==> src/rtl/segment_transition_ctrl_pkg.sv <==
// Shared definitions for the segment transition controller: transition mode
// codes, controller FSM states and the "repeat forever" marker.
package segment_transition_ctrl_pkg;

    localparam logic [7:0] TRANSITION_MODE_SYNC_IDX  = 8'h00;
    localparam logic [7:0] TRANSITION_MODE_SYS_TIME  = 8'h01;
    localparam logic [7:0] TRANSITION_MODE_GPIO      = 8'h02;
    localparam logic [7:0] TRANSITION_MODE_EXT       = 8'hF0;
    localparam logic [7:0] TRANSITION_MODE_IMMEDIATE = 8'hFF;

    typedef enum logic [1:0] {
        IDLE      = 2'd0,
        WAIT_IDX  = 2'd1,
        WAIT_TIME = 2'd2,
        WAIT_GPIO = 2'd3
    } fsm_state_t;

    // All-ones repetition count means the segment loops forever.
    // Sliced down to the repetition width at the point of use.
    localparam logic [63:0] REP_INFINITE = '1;

    // True for the mode codes the controller understands.
    function automatic logic mode_is_valid(input logic [7:0] mode);
        return (mode == TRANSITION_MODE_SYNC_IDX)  ||
               (mode == TRANSITION_MODE_SYS_TIME)  ||
               (mode == TRANSITION_MODE_GPIO)      ||
               (mode == TRANSITION_MODE_EXT)       ||
               (mode == TRANSITION_MODE_IMMEDIATE);
    endfunction

endpackage

==> src/rtl/segment_transition_ctrl_gpio_edge_sync.sv <==
// Two-flop synchroniser for asynchronous trigger pins followed by a
// rising-edge detector. rise[i] is high for one cycle per synchronised edge.
module gpio_edge_sync #(
    parameter int GPIO_W = 4
) (
    input  logic              clk,
    input  logic              rst,
    input  logic [GPIO_W-1:0] pin,
    output logic [GPIO_W-1:0] rise
);

    logic [GPIO_W-1:0] meta;
    logic [GPIO_W-1:0] sync;
    logic [GPIO_W-1:0] sync_d;

    // Synchroniser chain plus one delayed copy for the edge compare.
    always_ff @(posedge clk or posedge rst) begin
        if (rst) begin
            meta   <= '0;
            sync   <= '0;
            sync_d <= '0;
        end else begin
            meta   <= pin;
            sync   <= meta;
            sync_d <= sync;
        end
    end

    assign rise = sync & ~sync_d;

endmodule

==> src/rtl/segment_transition_ctrl.sv <==
// Segment transition controller: decides the cycle on which the active read
// segment changes, according to the requested transition mode, and counts
// completed loops of the active segment against its repetition setting.
module segment_transition_ctrl
    import segment_transition_ctrl_pkg::*;
#(
    parameter int NUM_SEGMENTS = 4,
    parameter int SEG_W        = $clog2(NUM_SEGMENTS),
    parameter int REP_W        = 32,
    parameter int GPIO_W       = 4
) (
    input  logic                                CLK,
    input  logic                                RST,
    input  logic                                UPDATE,
    input  logic [SEG_W-1:0]                    REQ_RD_SEGMENT,
    input  logic [7:0]                          TRANSITION_MODE,
    input  logic [63:0]                         TRANSITION_VALUE,
    input  logic [NUM_SEGMENTS-1:0][REP_W-1:0]  REP,
    input  logic [63:0]                         SYS_TIME,
    input  logic [GPIO_W-1:0]                   GPIO_IN,
    input  logic                                LOOP_END,
    output logic [SEG_W-1:0]                    SEGMENT,
    output logic                                STOP,
    output logic                                BUSY,
    output logic [REP_W-1:0]                    LOOP_CNT,
    output logic                                SWAPPED,
    output logic                                ERR
);

    localparam int GSEL_W = (GPIO_W > 1) ? $clog2(GPIO_W) : 1;

    fsm_state_t        state;
    logic [SEG_W-1:0]  target;
    logic [63:0]       time_val;
    logic [GSEL_W-1:0] gpio_sel;
    logic              ext_latched;
    logic [GPIO_W-1:0] gpio_rise;

    logic              req_ok, req_direct, cond_met, ext_next;
    logic              at_rep, count_loop, auto_adv, do_swap;
    logic [REP_W-1:0]  rep_cur;
    logic [SEG_W-1:0]  seg_next, swap_seg;

    gpio_edge_sync #(.GPIO_W(GPIO_W)) u_gpio_sync (
        .clk  (CLK),
        .rst  (RST),
        .pin  (GPIO_IN),
        .rise (gpio_rise)
    );

    // Request acceptance, pending-condition evaluation and loop accounting.
    // An accepted request always overrides a pending condition in the same
    // cycle; a loop end that coincides with a swap is not counted.
    always_comb begin
        req_ok     = UPDATE && mode_is_valid(TRANSITION_MODE) &&
                     (int'(REQ_RD_SEGMENT) < NUM_SEGMENTS);
        req_direct = req_ok && ((TRANSITION_MODE == TRANSITION_MODE_EXT) ||
                                (TRANSITION_MODE == TRANSITION_MODE_IMMEDIATE));
        cond_met   = 1'b0;
        case (state)
            WAIT_IDX:  cond_met = LOOP_END;
            WAIT_TIME: cond_met = (SYS_TIME >= time_val);
            WAIT_GPIO: cond_met = (int'(gpio_sel) < GPIO_W) && gpio_rise[gpio_sel];
            default:   cond_met = 1'b0;
        endcase
        ext_next   = req_ok ? (TRANSITION_MODE == TRANSITION_MODE_EXT) : ext_latched;
        rep_cur    = REP[SEGMENT];
        at_rep     = (rep_cur != REP_INFINITE[REP_W-1:0]) && (LOOP_CNT == rep_cur);
        count_loop = LOOP_END && !STOP && !req_direct && (req_ok || !cond_met);
        auto_adv   = count_loop && at_rep && ext_next;
        do_swap    = req_direct || (!req_ok && cond_met) || auto_adv;
        seg_next   = (int'(SEGMENT) == NUM_SEGMENTS - 1) ? '0 : SEGMENT + 1'b1;
        swap_seg   = req_direct ? REQ_RD_SEGMENT : (auto_adv ? seg_next : target);
    end

    // Pending-request state: captured on an accepted update, cleared on swap.
    always_ff @(posedge CLK or posedge RST) begin
        if (RST) begin
            state       <= IDLE;
            target      <= '0;
            time_val    <= '0;
            gpio_sel    <= '0;
            ext_latched <= 1'b0;
        end else if (req_ok) begin
            ext_latched <= (TRANSITION_MODE == TRANSITION_MODE_EXT);
            target      <= REQ_RD_SEGMENT;
            time_val    <= TRANSITION_VALUE;
            gpio_sel    <= TRANSITION_VALUE[GSEL_W-1:0];
            case (TRANSITION_MODE)
                TRANSITION_MODE_SYNC_IDX: state <= WAIT_IDX;
                TRANSITION_MODE_SYS_TIME: state <= WAIT_TIME;
                TRANSITION_MODE_GPIO:     state <= WAIT_GPIO;
                default:                  state <= IDLE;
            endcase
        end else if (cond_met) begin
            state <= IDLE;
        end
    end

    // Sampler-facing outputs: active segment, loop counter, stop and pulses.
    always_ff @(posedge CLK or posedge RST) begin
        if (RST) begin
            SEGMENT  <= '0;
            LOOP_CNT <= '0;
            STOP     <= 1'b0;
            SWAPPED  <= 1'b0;
            ERR      <= 1'b0;
        end else begin
            SWAPPED <= do_swap;
            ERR     <= UPDATE && !req_ok;
            if (do_swap) begin
                SEGMENT  <= swap_seg;
                LOOP_CNT <= '0;
                STOP     <= 1'b0;
            end else if (count_loop) begin
                if (LOOP_CNT != {REP_W{1'b1}})
                    LOOP_CNT <= LOOP_CNT + 1'b1;
                if (at_rep)
                    STOP <= 1'b1;
            end
        end
    end

    assign BUSY = (state != IDLE);

endmodule

==> config.mk <==
export PLATFORM = sky130hd
export DESIGN_NAME = segment_transition_ctrl
export DESIGN_NICKNAME = d
export VERILOG_FILES = /design/src/rtl/segment_transition_ctrl_pkg.sv /design/src/rtl/segment_transition_ctrl_gpio_edge_sync.sv /design/src/rtl/segment_transition_ctrl.sv
export SDC_FILE = /design/constraint.sdc
export NUM_CORES = 1
export LEC_CHECK = 0
export CORE_MARGIN = 8
export CORE_UTILIZATION = 42
export CTS_BUF_LIST = sky130_fd_sc_hd__clkbuf_4
export CTS_CLUSTER_DIAMETER = 30
export DETAILED_ROUTE_END_ITERATION = 6
export PLACE_DENSITY = 0.8
export SETUP_SLACK_MARGIN = 0.15
export SLEW_MARGIN = 20
export SYNTH_ARGS = -nofsm -noshare
export SYNTH_HDL_FRONTEND = slang
export SYNTH_SLANG_ARGS = --single-unit
==> constraint.sdc <==
create_clock -name CLK -period 3.4 [get_ports CLK]
set_clock_uncertainty 0.05 [all_clocks]
set_input_delay 0.51 -clock CLK [delete_from_list [all_inputs] [get_ports CLK]]
set_output_delay 0.51 -clock CLK [all_outputs]
set_load 0.1 [all_outputs]
==> summary.txt, run 1 <==
Clock tree
  • Clock sinks: 118
  • Max Buffers Root-to-Sink: 2
  • CTS tree: built
  • Hold Buf Count CTS: 0
  • Clock Latency Late Sink: 540 ps
  • H-tree depth: 4
  • Clk root buf: clkbuf_4
  • CTS Buf Count: 17
  • Clk slew on worst S/H paths: 100 ps

Pwr
  • PD cells: 428 nW/µm²
  • Maximum vdd drop: 0.000406 V
  • Leak pwr: 5.19 nW

Global routing
  • Total track usage: 0.232
  • Grt total ovfl: 0
  • First-pass GRT wire length: 43500 µm
  • Largest net degree at the start of global routing: 119
  • Vias in the first global route: 8105
  • Initial antenna violation count: 2

Cells and area
  • Final core occ: 0.623
  • Fraction of final layout cells sized beyond drive strength 1: 0.183
  • Fillers: 1569
  • Nets: 1476
  • Syn-to-layout area delta: 46.1%

Synthesis
  • Seq/Total Area, Yosys: 0.358
  • Netlist cell types: 57
  • Dominant synthesized flop cell: dfrtp_1
  • Synth top area share: 0.358
  • Leading post-synthesis cells by cell area: dfrtp_1 (36%), ha_1 (10%), mux2_2 (9.0%)
  • Synth top cells by count: dfrtp_1 (118), inv_1 (72), ha_1 (66), mux2_2 (66), nand2_1 (47)
  • Mean Syn Cell Area: 10.2 µm²
  • Yosys reg bits: 118
  • Synth warn: 0
  • Synth Instances: 809
  • Ys async rst share: 1.00
  • Synthesized Nets: 1149
  • Post-Syn Area: 8250 µm²
  • Post-synth EDFFs: 0
  • Largest area contributor in the netlist: dfrtp_1
  • Most common cell in the netlist: dfrtp_1

Routing
  • Drt wl/cell: 19.9 µm
  • Vias per inst: 5.48
  • TritonRoute pass-1 iters: 6
  • DRC Markers: 0
  • Routed via count: 7756
  • First-iteration detailed-routing DRC count: 421
  • Post-route ant nets: 0
  • WL final: 28200 µm

Floorplanning
  • Die area: 24400 µm²
  • Die Wd: 156 µm
  • Core Region: 19300 µm²
  • FP Rows: 51
  • Boundary Pins: 312
  • Initial core utilization: 0.426
  • Die Span Y: 156 µm

STA
  • Hold Vio Cnt, Final: 0
  • Final slew viol count: 0
  • Part of the cycle the worst path needs: 0.903
  • Setup Viol. Count Final: 0
  • Final period demand of the worst path: 3070 ps
  • Fmax: 326 MHz
  • Final setup margin: 331 ps
  • Worst slew pin tran: 1020 ps
  • Max-Slew Margin vs Limit: 0.321
  • Unrepaired setup endpoints after global routing: false

Critical path
  • CP Max Fanout: 11
  • WP data required: 3810 ps
  • Worst Setup End Kind: flip-flop
  • Crit Path Class: primary input to flip-flop
  • Critical Path Start Type: primary input
  • Worst EP arrival: 3470 ps

Place
  • Setup WS pre-CTS: -468 ps
  • DP HPWL: 23400 µm
  • Routability Congestion: 0.953
  • PortBufs: 311

Worst hold path
  • Hold Path Class: flip-flop to flip-flop

Flow run
  • Max Cap Violations: 0

Outcome
  • Outcome: finished, final reports clean
-- worst paths after layout --
| kind | to | from | slack, ps | cells after the start |
|---|---|---|---|---|
| setup / recovery | LOOP_CNT[5] | SYS_TIME[0] | 330 | 13 |
| hold / removal | u_gpio_sync.sync[0] | u_gpio_sync.meta[0] | 300 | 0 |
| setup reg to reg | LOOP_CNT[21] | SEGMENT[0] | 340 | 10 |
| hold reg to reg | u_gpio_sync.sync[0] | u_gpio_sync.meta[0] | 300 | 0 |
| max in group asynchronous | SEGMENT[1] | RST | 2340 | 3 |
| min in group asynchronous | time_val[10] | RST | 430 | 3 |
-- what timing repair did --
item	CTS	global route
setup endpoints to repair	4	36
gates resized for setup	2	2
pin swaps	0	1
setup buffers	0	0
-- per-layer routing --
metal / track usage / part of all wire / vias to the layer above
met5: 0 / 0 / -
met4: 0.129 / 0.048 / 0
met3: 0.0759 / 0.096 / 80
met2: 0.396 / 0.49 / 414
met1: 0.251 / 0.37 / 3664
li1: - / - / 3598
-- kinds of logic after synthesis --
group | count (synthesis) | synth area share
AO/OA/AOI/OAI | 99 | 0.0756
AND/OR/NAND/NOR | 248 | 0.160
XOR/XNOR | 62 | 0.0659
buffers and inverters | 106 | 0.0589
adder cells (fa/ha/maj) | 66 | 0.100
flip-flops | 118 | 0.358
multiplexers | 110 | 0.181
-- report_power, final --
part | total, mW | switching [mW] | internal [mW]
Sequential | 1.78 | 0.172 | 1.61
Combinational | 2.16 | 1.11 | 1.05
Clock | 1.21 | 0.549 | 0.659
-- sequential cells by signal, summed over array words and instances (netlist names) --
name / count
state: 2
u_gpio_sync.sync: 4
time_val: 64
u_gpio_sync.sync_d: 4
SEGMENT: 2
ERR: 1
STOP: 1
LOOP_CNT: 32
u_gpio_sync.meta: 4
ext_latched: 1
SWAPPED: 1
target: 2
-- worst max-delay path: stages --
cell and delay (ps):
clkdlybuf4s50_1 450, inv_1 40, ha_1 270, nand2b_1 160, a2111oi_2 410, a2111oi_0 100, nor4_1 180, buf_4 160
a2bb2oi_2 180, a31oi_2 150, buf_4 200, or4_1 510, a21oi_1 150
-- through the flow --
stage                     instance area, µm²  cells  hold WS [ps]  total power [mW]  setup TNS, ps
after global routing                   12000   1416           290              5.46              0
after floorplan                         8250    809           281              3.19              0
final                                  12000   1416           305              5.15              0
after global placement                 11700   1382           285              3.91          -7370
after CTS                              12000   1414           301              5.19              0
after detailed placement               11700   1382           286              3.97         -13460
-- layout make-up --
class / count / area (µm²) / share of cell area
diodes: 2 / 5.00 / 0.000415
clock buffers: 18 / 135 / 0.0112
clock inverters: 14 / 208 / 0.0172
inverters: 72 / 274 / 0.0227
multi-input cells: 585 / 4830 / 0.401
flip-flops and latches: 118 / 2960 / 0.245
well taps: 265 / 332 / 0.0275
repair buffers: 342 / 3310 / 0.274
-- cells in the final DEF, fill, tap and decap left out, types with 3 or more instances in the layout --
master           instances
buf_4                   63
clkinv_2                 3
nand2_1                 46
xnor2_1                 40
or3_1                    9
bufinv_16                5
and4_1                   7
clkbuf_4                18
inv_1                   71
a21o_1                   4
nor4_1                  11
mux4_2                  25
nor2b_1                  6
buf_12                   4
mux2_2                  66
clkinvlp_4               5
o31ai_1                  4
nor2_2                   9
nand2b_1                 3
nor3_1                  16
xor2_1                  22
a21oi_1                 39
mux2i_1                 19
a22oi_1                  4
ha_1                    66
o221ai_1                 3
dfrtp_1                116
a211oi_1                 4
nand4_1                 33
or4_1                    4
nor3b_1                  4
and3_1                  10
clkdlybuf4s50_1        275
o21ai_0                 18
nor2_1                  39
o211ai_1                 5
nand3_1                 38
Power figures use the tool's default switching activity.
==> run 2: changes to the inputs <==
--- a/config.mk
+++ b/config.mk
@@ -5,7 +5,7 @@
 export SDC_FILE = /design/constraint.sdc
 export NUM_CORES = 1
 export LEC_CHECK = 0
-export CORE_MARGIN = 8
+export CORE_MARGIN = 2
 export CORE_UTILIZATION = 42
 export CTS_BUF_LIST = sky130_fd_sc_hd__clkbuf_4
 export CTS_CLUSTER_DIAMETER = 30
==> run 2 against run 1 <==
- cell area increased by 0.23%
- first-iteration DRC count increased by 1.7%
- combinational power increased by 2%
- core utilization increased by 0.14 points
- critical path depth unchanged
- cell count increased by 0.78%
- wire length decreased by 5.6%
- clock power decreased by 15%
- fmax decreased by 0.50%
- global-route usage increased by 2.5 points
- critical path type unchanged
- largest cell class unchanged
==> summary.txt, run 2 (synthesis gave the netlist of run 1 again) <==
STA
  • Final slew viol count: 0 (unchanged)
  • Setup Viol. Count Final: 0 (unchanged)
  • Final setup margin: 316 ps (-15.4 ps)
  • Unrepaired setup endpoints after global routing: false
  • Part of the cycle the worst path needs: 0.907 (+0.00453)
  • Hold Slack: 309 ps (+4.20 ps)
  • Fmax: 324 MHz (-0.50%)
  • Hold Vio Cnt, Final: 0 (unchanged)
  • Worst slew pin tran: 1010 ps (-5.22 ps)
  • Max-Slew Margin vs Limit: 0.324 (+0.00349)
  • Final period demand of the worst path: 3080 ps (+15.4 ps)

Critical path
  • Worst Setup End Kind: flip-flop
  • Kind of cell adding the most delay to the critical path: compound AO/OA/AOI/OAI gates
  • Most common cell type on the critical path: buf_4
  • Critical Path Start Type: primary input
  • CP Max Fanout: 11 (unchanged)
  • Crit Path Class: primary input to flip-flop
  • WP data required: 3820 ps (about the same)
  • CP bufs+invs: 4 (unchanged)
  • Worst reg2reg endpoint: SEGMENT[0]
  • Max stage delay cell, worst path: or4_1
  • Worst EP arrival: 3500 ps (+30 ps)
  • Worst r2r path cells: 10 (unchanged)
  • Register-to-register setup slack: 370 ps (+30 ps)
  • Crit-path max cell delay: 500 ps (about the same)
  • Reg2reg start: SEGMENT[0]
  • CP cell instances: clkdlybuf4s50_1 > inv_1 > ha_1 > nand2b_1 > a2111oi_1 > a2111oi_0 > nor4_1 > buf_4 > a2bb2oi_2 > a31oi_2 > buf_4 > or4_1 > a21oi_1

Routing
  • Routed via count: 7627 (-1.7%)
  • Metal2 WL: 13400 µm (-2.7%)
  • TritonRoute pass-1 iters: 4 (-2)
  • Drt wl/cell: 18.6 µm (-6.3%)
  • DRC Markers: 0 (unchanged)
  • Vias per inst: 5.34 (-2.4%)
  • Top Layer Used: met5
  • WL final: 26600 µm (-5.6%)
  • First-iteration detailed-routing DRC count: 428 (+1.7%)
  • Post-route ant nets: 0 (unchanged)
  • Met3 wire len: 2380 µm (-12%)
  • Detailed-route wire length on metal 1: 9630 µm (-7.4%)

Cells and area
  • Syn-to-layout area delta: 46.5%
  • Sequential cell area: 2960 µm² (unchanged)
  • Multi-input gate area: 4830 µm² (-0.13%)
  • Fraction of final layout cells sized beyond drive strength 1: 0.185 (+0.00258)
  • Finished Layout Cells: 1427 (+0.78%)
  • Commonest non-fill, non-tap cell in the layout: clkdlybuf4s50_1
  • Fillers: 1615 (+2.9%)
  • Biggest regs: time_val (64), LOOP_CNT (32)
  • Max reg flops: 64 (unchanged)
  • Nets: 1488 (+0.81%)
  • Most frequent cells in the layout: clkdlybuf4s50_1 (278), dfrtp_1 (116), buf_4 (72)
  • Reg with most FFs: time_val

Clock tree
  • CTS tree: built
  • CTS Buf Count: 17 (unchanged)
  • Clk slew on worst S/H paths: 100 ps (about the same)
  • Clock sinks: 118 (unchanged)
  • Clk root buf: clkbuf_4
  • Clock Latency Late Sink: 540 ps (about the same)
  • Max Buffers Root-to-Sink: 2 (unchanged)
  • H-tree depth: 4 (unchanged)

Global routing
  • Largest net degree at the start of global routing: 119 (unchanged)
  • First-pass GRT wire length: 40200 µm (-7.6%)
  • Total track usage: 0.257 (+0.0250)
  • Initial antenna violation count: 4 (+2)
  • Vias in the first global route: 7815 (-3.6%)
  • Grt total ovfl: 0 (unchanged)

Worst hold path
  • Hold Path Class: flip-flop to flip-flop
  • Worst Hold Launch: u_gpio_sync.meta[1]
  • Hold Path Sink: u_gpio_sync.sync[1]
  • Hold Path Stages: 0 (unchanged)

Place
  • Routability Congestion: 0.975 (+2.4%)
  • Dpl cells: 1390 (+0.58%)
  • DP HPWL: 21800 µm (-6.8%)
  • PortBufs: 311 (unchanged)
  • Setup WS pre-CTS: -323 ps (+145 ps)

Floorplanning
  • Core Region: 19300 µm² (unchanged)
  • Initial core utilization: 0.426 (unchanged)
  • Die Span Y: 144 µm (-7.7%)
  • Die area: 20800 µm² (-15%)
  • Die Wd: 144 µm (-7.7%)
  • FP Rows: 51 (unchanged)
  • Boundary Pins: 312 (unchanged)

Pwr
  • Maximum vdd drop: 0.000352 V (-13%)
  • Leak pwr: 5.22 nW (+0.53%)
  • PD cells: 416 nW/µm² (-2.7%)

Flow run
  • Max Cap Violations: 0 (unchanged)

Outcome
  • Outcome: finished, final reports clean
[run 2: cell types whose count changed in the layout (fill, tap and decap cells not counted), sizes merged]
cell	change
clkinvlp	-2
bufinv	-2
buf	+9
clkdlybuf4s50	+3
clkbuf	+1
clkinv	+2
[run 2: layout make-up]
cell class,count,share of cell area
tap,265,0.0275
multi-input combinational,585,0.400
clock buffer,19,0.0118
sequential,118,0.245
antenna,2,0.000414
clock inverter,12,0.0113
timing repair buffer,354,0.282
inverter,72,0.0227
[run 2: report_power, final]
group | switching, mW | internal [mW] | total (mW)
clock network | 0.518 | 0.509 | 1.03
logic | 1.11 | 1.10 | 2.21
registers | 0.179 | 1.61 | 1.79
total | 1.81 | 3.22 | 5.02
[run 2: how the worst max path moves through the flow]
| stage | start | to | slack [ps] | cells past startpoint |
|---|---|---|---|---|
| after global placement | SYS_TIME[0] | LOOP_CNT[5] | -280 | 13 |
| after detailed placement | SYS_TIME[0] | LOOP_CNT[3] | -320 | 13 |
| after global routing | SYS_TIME[0] | LOOP_CNT[4] | 160 | 13 |
| after floorplan | SEGMENT[0] | LOOP_CNT[18] | 160 | 12 |
| final | SYS_TIME[0] | LOOP_CNT[3] | 320 | 13 |
| after CTS | SEGMENT[0] | LOOP_CNT[4] | 170 | 10 |
[run 2: worst register-to-register path, cell delays in order (launching register included)]
cell     delay, ps
dfrtp_2        490
buf_4          220
mux4_2         580
xnor2_1        170
nand4_1        120
nor2_1         140
or4b_4         490
nor3_2         220
buf_4          160
mux2i_1        180
o21ai_0         90
[run 2: metrics by stage]
stage          total power, mW  instance area, µm²  utilization  TNS, ps
3_3_place_gp              3.95               11700        0.607    -8000
2_1_floorplan             3.19                8250            -        0
3_5_place_dp              4.01               11700        0.607    -9120
4_1_cts                   5.05               12000        0.622        0
6_report                  5.02               12100        0.625        0
5_1_grt                   5.34               12100        0.625        0
[run 2: timing repair]
item / 4_1_cts / 5_1_grt
resized for setup: 0 / 4
setup buffers: 0 / 4
setup endpoints to repair: 0 / 34
hold buffers: 0 / 0
hold endpoints to repair: 0 / 0
[run 2: routing by layer]
layer,GRT usage,vias to the layer above
met1,0.274,3587
li1,-,3617
met3,0.0738,68
met2,0.462,351
met5,0,-
met4,0.135,4
==> run 3: changes to the inputs <==
--- a/config.mk
+++ b/config.mk
@@ -5,6 +5,7 @@
 export SDC_FILE = /design/constraint.sdc
 export NUM_CORES = 1
 export LEC_CHECK = 0
+export CAP_MARGIN = 25
 export CORE_MARGIN = 2
 export CORE_UTILIZATION = 42
 export CTS_BUF_LIST = sky130_fd_sc_hd__clkbuf_4
==> results of run 3 <==
Final layout, timing and power as in run 2 (identical DEF).
==> RTL change 1, RTL diff (settings of run 3) <==
Put one more register stage on the output `STOP`. The value now appears one clock later. The other outputs are not delayed to match.
--- a/src/rtl/segment_transition_ctrl.sv
+++ b/src/rtl/segment_transition_ctrl.sv
@@ -30,2 +30,4 @@
     localparam int GSEL_W = (GPIO_W > 1) ? $clog2(GPIO_W) : 1;
+
+    logic STOP_s0;
 
@@ -68,3 +70,3 @@
         at_rep     = (rep_cur != REP_INFINITE[REP_W-1:0]) && (LOOP_CNT == rep_cur);
-        count_loop = LOOP_END && !STOP && !req_direct && (req_ok || !cond_met);
+        count_loop = LOOP_END && !STOP_s0 && !req_direct && (req_ok || !cond_met);
         auto_adv   = count_loop && at_rep && ext_next;
@@ -104,3 +106,3 @@
             LOOP_CNT <= '0;
-            STOP     <= 1'b0;
+            STOP_s0  <= 1'b0;
             SWAPPED  <= 1'b0;
@@ -113,3 +115,3 @@
                 LOOP_CNT <= '0;
-                STOP     <= 1'b0;
+                STOP_s0  <= 1'b0;
             end else if (count_loop) begin
@@ -118,3 +120,3 @@
                 if (at_rep)
-                    STOP <= 1'b1;
+                    STOP_s0 <= 1'b1;
             end
@@ -125,2 +127,6 @@
 
+    always_ff @(posedge CLK) begin
+        STOP <= STOP_s0;
+    end
+
 endmodule
Function: changed (a bounded check fails within 4 cycles, from zero or initial values and one cycle with RST high).
==> RTL change 1 against run 3 <==
Sequential share of layout area up 0.18 points. Global-route usage up 0.32 points. Sequential power up 2%. Wire length up 2.3%. Setup slack better by 0.034 ns. Area after synthesis up 0.24%. Synthesized cell count up 0.12%. Worst hold slack worse by 0.0052 ns. Power up 2.5%. Maximum frequency up 1.1%. Sequential cell count up 1. Cell area about the same. Final cell count down 0.56%.
==> RTL change 1: results <==
set metrics [dict create \
    whs_endpoint "u_gpio_sync.sync[3]" \
    hold_depth 0 \
    h-tree-depth 4 \
    status "complete, no violations" \
    cp_max_fo 11 \
    grt_max_degree 119 \
    cts.clk_slew.worst_paths_ns 0.10 \
    initialDrtViolationCount 466 \
    synth_ff_type "dfrtp_1" \
    yosys-top-cells-area "dfrtp_1 (36%), ha_1 (10%), mux2_2 (9.0%)" \
    yosys_warnings 0 \
    gp_congestion 0.977 \
    rr_endpoint "LOOP_CNT[4]" \
    r2r_slack_ns 0.38 \
    via_per_inst 5.42 \
    final_nets 1480 \
    yosysUniqueCellTypes 58 \
    relSlewSlack 0.284 \
    grt_pass1_vias 7993 \
    clk_latency_ns 0.52 \
    ys_seq_area_frac 0.360 \
    vdd_ir_drop_max_mv 0.259 \
    synth_common_cells "dfrtp_1 (118), inv_1 (72), ha_1 (66), mux2_2 (66), nand2_1 (47)" \
    reg2reg_depth 10 \
    drive_gt1_frac 0.180 \
    cts_root_buf "clkbuf_4" \
    gr-usage-all-layers 0.261 \
    cts_made_buffers 17 \
    top_regs "time_val: 64 flops, LOOP_CNT: 32 flops" \
    synth_nets 1150 \
    wl_per_cell_um 19.2 \
    clk_path_buf_depth 2 \
    synth-async-reset-ratio 0.992 \
    worst_ep_arrival_time_ns 3.45 \
    io_buffers 311 \
    antenna_found_initial 2 \
    leakagePower_uw 0.00520 \
    dp_hpwl_mm 22.0 \
    drt_pass1_iterations 5 \
    min_path_type "reg -> reg" \
    r2r-start "SEGMENT[0]" \
    min-delay-start "u_gpio_sync.meta[3]" \
    fill_cells 1633 \
    grt_pass1_wl_mm 40.9 \
]
RTL change 1: changes by cell type after synthesis, sizes merged:
cell	before	now
dfxtp	0	1
RTL change 1: cell families after synthesis:
kind of cell             synth area share
AND/OR/NAND/NOR                     0.160
flip-flops                          0.360
multiplexers                        0.181
buffers and inverters              0.0587
AO/OA/AOI/OAI                      0.0754
adder cells (fa/ha/maj)            0.0999
XOR/XNOR                           0.0657
RTL change 1: report_power, final:
part           switching (uW)  internal, uW  total, uW
clock                     520           607       1130
sequential                205          1620       1830
combinational            1110          1080       2190
total                    1830          3310       5150
RTL change 1: worst max-delay path by stage:
| stage | startpoint | endpoint | slack, ns | cells after the start |
|---|---|---|---|---|
| 2_1_floorplan | SEGMENT[0] | LOOP_CNT[18] | 0.16 | 12 |
| 3_3_place_gp | SYS_TIME[0] | LOOP_CNT[3] | -0.29 | 13 |
| 3_5_place_dp | SYS_TIME[0] | LOOP_CNT[4] | -0.39 | 13 |
| 4_1_cts | SYS_TIME[0] | LOOP_CNT[4] | 0.15 | 13 |
| 5_1_grt | SEGMENT[0] | LOOP_CNT[4] | 0.18 | 10 |
| 6_report | SYS_TIME[0] | LOOP_CNT[5] | 0.35 | 13 |
RTL change 1: layer usage:
| metal | up-vias | routed length (um) | global-route usage |
|---|---|---|---|
| met3 | 59 | 2450 | 0.0781 |
| met1 | 3641 | 9810 | 0.274 |
| met5 | - | 0 | 0 |
| met4 | 0 | 1020 | 0.129 |
| li1 | 3598 | - | - |
| met2 | 386 | 13900 | 0.472 |
RTL change 1: critical path, cell delays in order:
cell and delay (ns):
clkdlybuf4s50_1 0.47, inv_1 0.05, ha_1 0.28, nand2b_1 0.15
a2111oi_2 0.34, a2111oi_0 0.10, nor4_1 0.18, buf_4 0.16
a2bb2oi_2 0.19, a31oi_2 0.15, buf_4 0.21, or4_1 0.50
a21oi_1 0.15
RTL change 1: layout make-up:
| cell class | instances | share of cell area |
|---|---|---|
| sequential | 119 | 0.247 |
| clock inverter | 11 | 0.0129 |
| clock buffer | 21 | 0.0131 |
| antenna | 1 | 0.000207 |
| multi-input combinational | 585 | 0.401 |
| inverter | 72 | 0.0227 |
| tap | 265 | 0.0275 |
| timing repair buffer | 345 | 0.277 |
RTL change 1: what timing repair did:
item	4_1_cts	5_1_grt
buffers inserted	0	1
endpoints found under the setup margin	0	36
gates resized for setup	0	5
RTL change 1: metrics by stage:
step           setup slack (ns)  hold slack, ns  power [uW]  cell area, um2  cells
2_1_floorplan             0.161           0.281        3200            8270    810
3_3_place_gp             -0.290           0.284        3960           11700   1385
3_5_place_dp             -0.391           0.286        4030           11700   1385
4_1_cts                   0.155           0.309        5180           12000   1417
5_1_grt                   0.181           0.302        5460           12100   1419
6_report                  0.349           0.304        5150           12100   1419
==> RTL change 2, RTL diff (flow settings as in run 3) <==
Without the edit above. Change the parameter `NUM_SEGMENTS` from 4 to 8.
--- a/src/rtl/segment_transition_ctrl.sv
+++ b/src/rtl/segment_transition_ctrl.sv
@@ -6,3 +6,3 @@
 #(
-    parameter int NUM_SEGMENTS = 4,
+    parameter int NUM_SEGMENTS = 8,
     parameter int SEG_W        = $clog2(NUM_SEGMENTS),
Ports: changed (resized REP, REQ_RD_SEGMENT and SEGMENT); port bits go from 312 to 442. The function was not compared with the original's and may differ.
==> RTL change 2 against run 3 <==
Setup slack lost 0.22 ns. Wire length grew 50%. Global-route usage grew 6.2 points. Final cell count grew 29%. Cell area grew 28%. Area after synthesis grew 17%. Sequential cell count grew 2. Core utilization grew 6.2 points. Worst hold slack gained 0.0050 ns. Critical path type is now reg -> reg. Highest routed layer unchanged.
Power is not compared: it rests on default switching activity, and its combinational part moved more than twofold at a synthesized area within 25%.
==> RTL change 2: results <==
set metrics [dict create \
    drt_pass1_iterations 5 \
    routed-wl-met2_mm 19.3 \
    seq_area_um2 3010 \
    yosysUniqueCellTypes 65 \
    ys_seq_area_frac 0.312 \
    clk_latency_ns 0.57 \
    dp_hpwl_mm 32.6 \
    synth_compound_area_frac 0.134 \
    dp_slack_ns -0.463 \
    cp_max_fo 9 \
    layout.cells.non_filler 1836 \
    synth_common_cells "nand2_1 (146), dfrtp_1 (120), o21ai_0 (86)" \
    fill_cells 1778 \
    cts.clk_slew.worst_paths_ns 0.13 \
    grt_use_met1 0.407 \
    grt_max_degree 133 \
    synth_nets 1510 \
    grt_util_met3 0.0649 \
    tightest_slew_ns 0.961 \
    grt.met2_usage 0.540 \
    dpl_cell_area_um2 14600 \
    routed_wl_mm 40.0 \
    critPathLaunch "SEGMENT[1]" \
    avgSynthCellArea_um2 9.26 \
    worst_ep_arrival_time_ns 3.71 \
    final_nets 2005 \
    synth-adder-area-share 0.0870 \
    via_per_inst 5.64 \
    min-delay-start "u_gpio_sync.meta[0]" \
    status "complete, no violations" \
    synthXorXnorAreaFrac 0.0482 \
    drive_gt1_frac 0.165 \
    synthMuxAreaShare 0.171 \
    initialDrtViolationCount 882 \
    grt_pass1_vias 10300 \
]
-- RTL change 2: cell count changes in the layout (fill, tap and decap cells not counted), moves of 27 or more --
cell	change
buf_4	+27
clkdlybuf4s50_1	+125
mux2_2	-64
mux2i_1	+39
nand2_1	+100
o21ai_0	+68
-- RTL change 2: path summary, 6_finish.rpt --
path | depth (start not counted) | slack, ns | to
worst max-delay path | 12 | 0.1 | LOOP_CNT[27]
max in group asynchronous | 3 | 2.38 | time_val[21]
min in group asynchronous | 3 | 0.39 | target[1]
worst min-delay path | 0 | 0.31 | u_gpio_sync.sync[0]
worst min register to register | 0 | 0.31 | u_gpio_sync.sync[0]
worst max register to register | 12 | 0.1 | LOOP_CNT[27]
-- RTL change 2: final cells by class --
| cell class | count | area share |
|---|---|---|
| diodes | 3 | 0.000484 |
| clock buffers | 18 | 0.00872 |
| clock inverters | 14 | 0.0113 |
| inverters | 74 | 0.0182 |
| multi-input cells | 796 | 0.410 |
| flip-flops and latches | 120 | 0.194 |
| well taps | 285 | 0.0230 |
| repair buffers | 526 | 0.333 |
-- RTL change 2: what timing repair did --
item                                    in CTS  in global routing
endpoints found under the setup margin      37                 37
cloned                                       0                  3
setup buffers                                9                  9
pin swaps                                    4                 16
resized for setup                           26                 43
-- RTL change 2: where the power goes --
part	total [uW]	switching (uW)	internal (uW)
sequential	1900	178	1720
combinational	5400	2800	2600
clock	1120	599	524
-- RTL change 2: worst max-delay path, stage by stage (launching register included) --
cell and delay, ns:
dfrtp_4 0.53, buf_12 0.16, buf_8 0.13, mux4_2 0.43
mux2i_1 0.19, xor2_1 0.22, nand2_1 0.08, or4_4 0.55
nor3_4 0.25, nand3_2 0.15, nand3b_4 0.21, clkbuf_16 0.18
a21oi_1 0.04
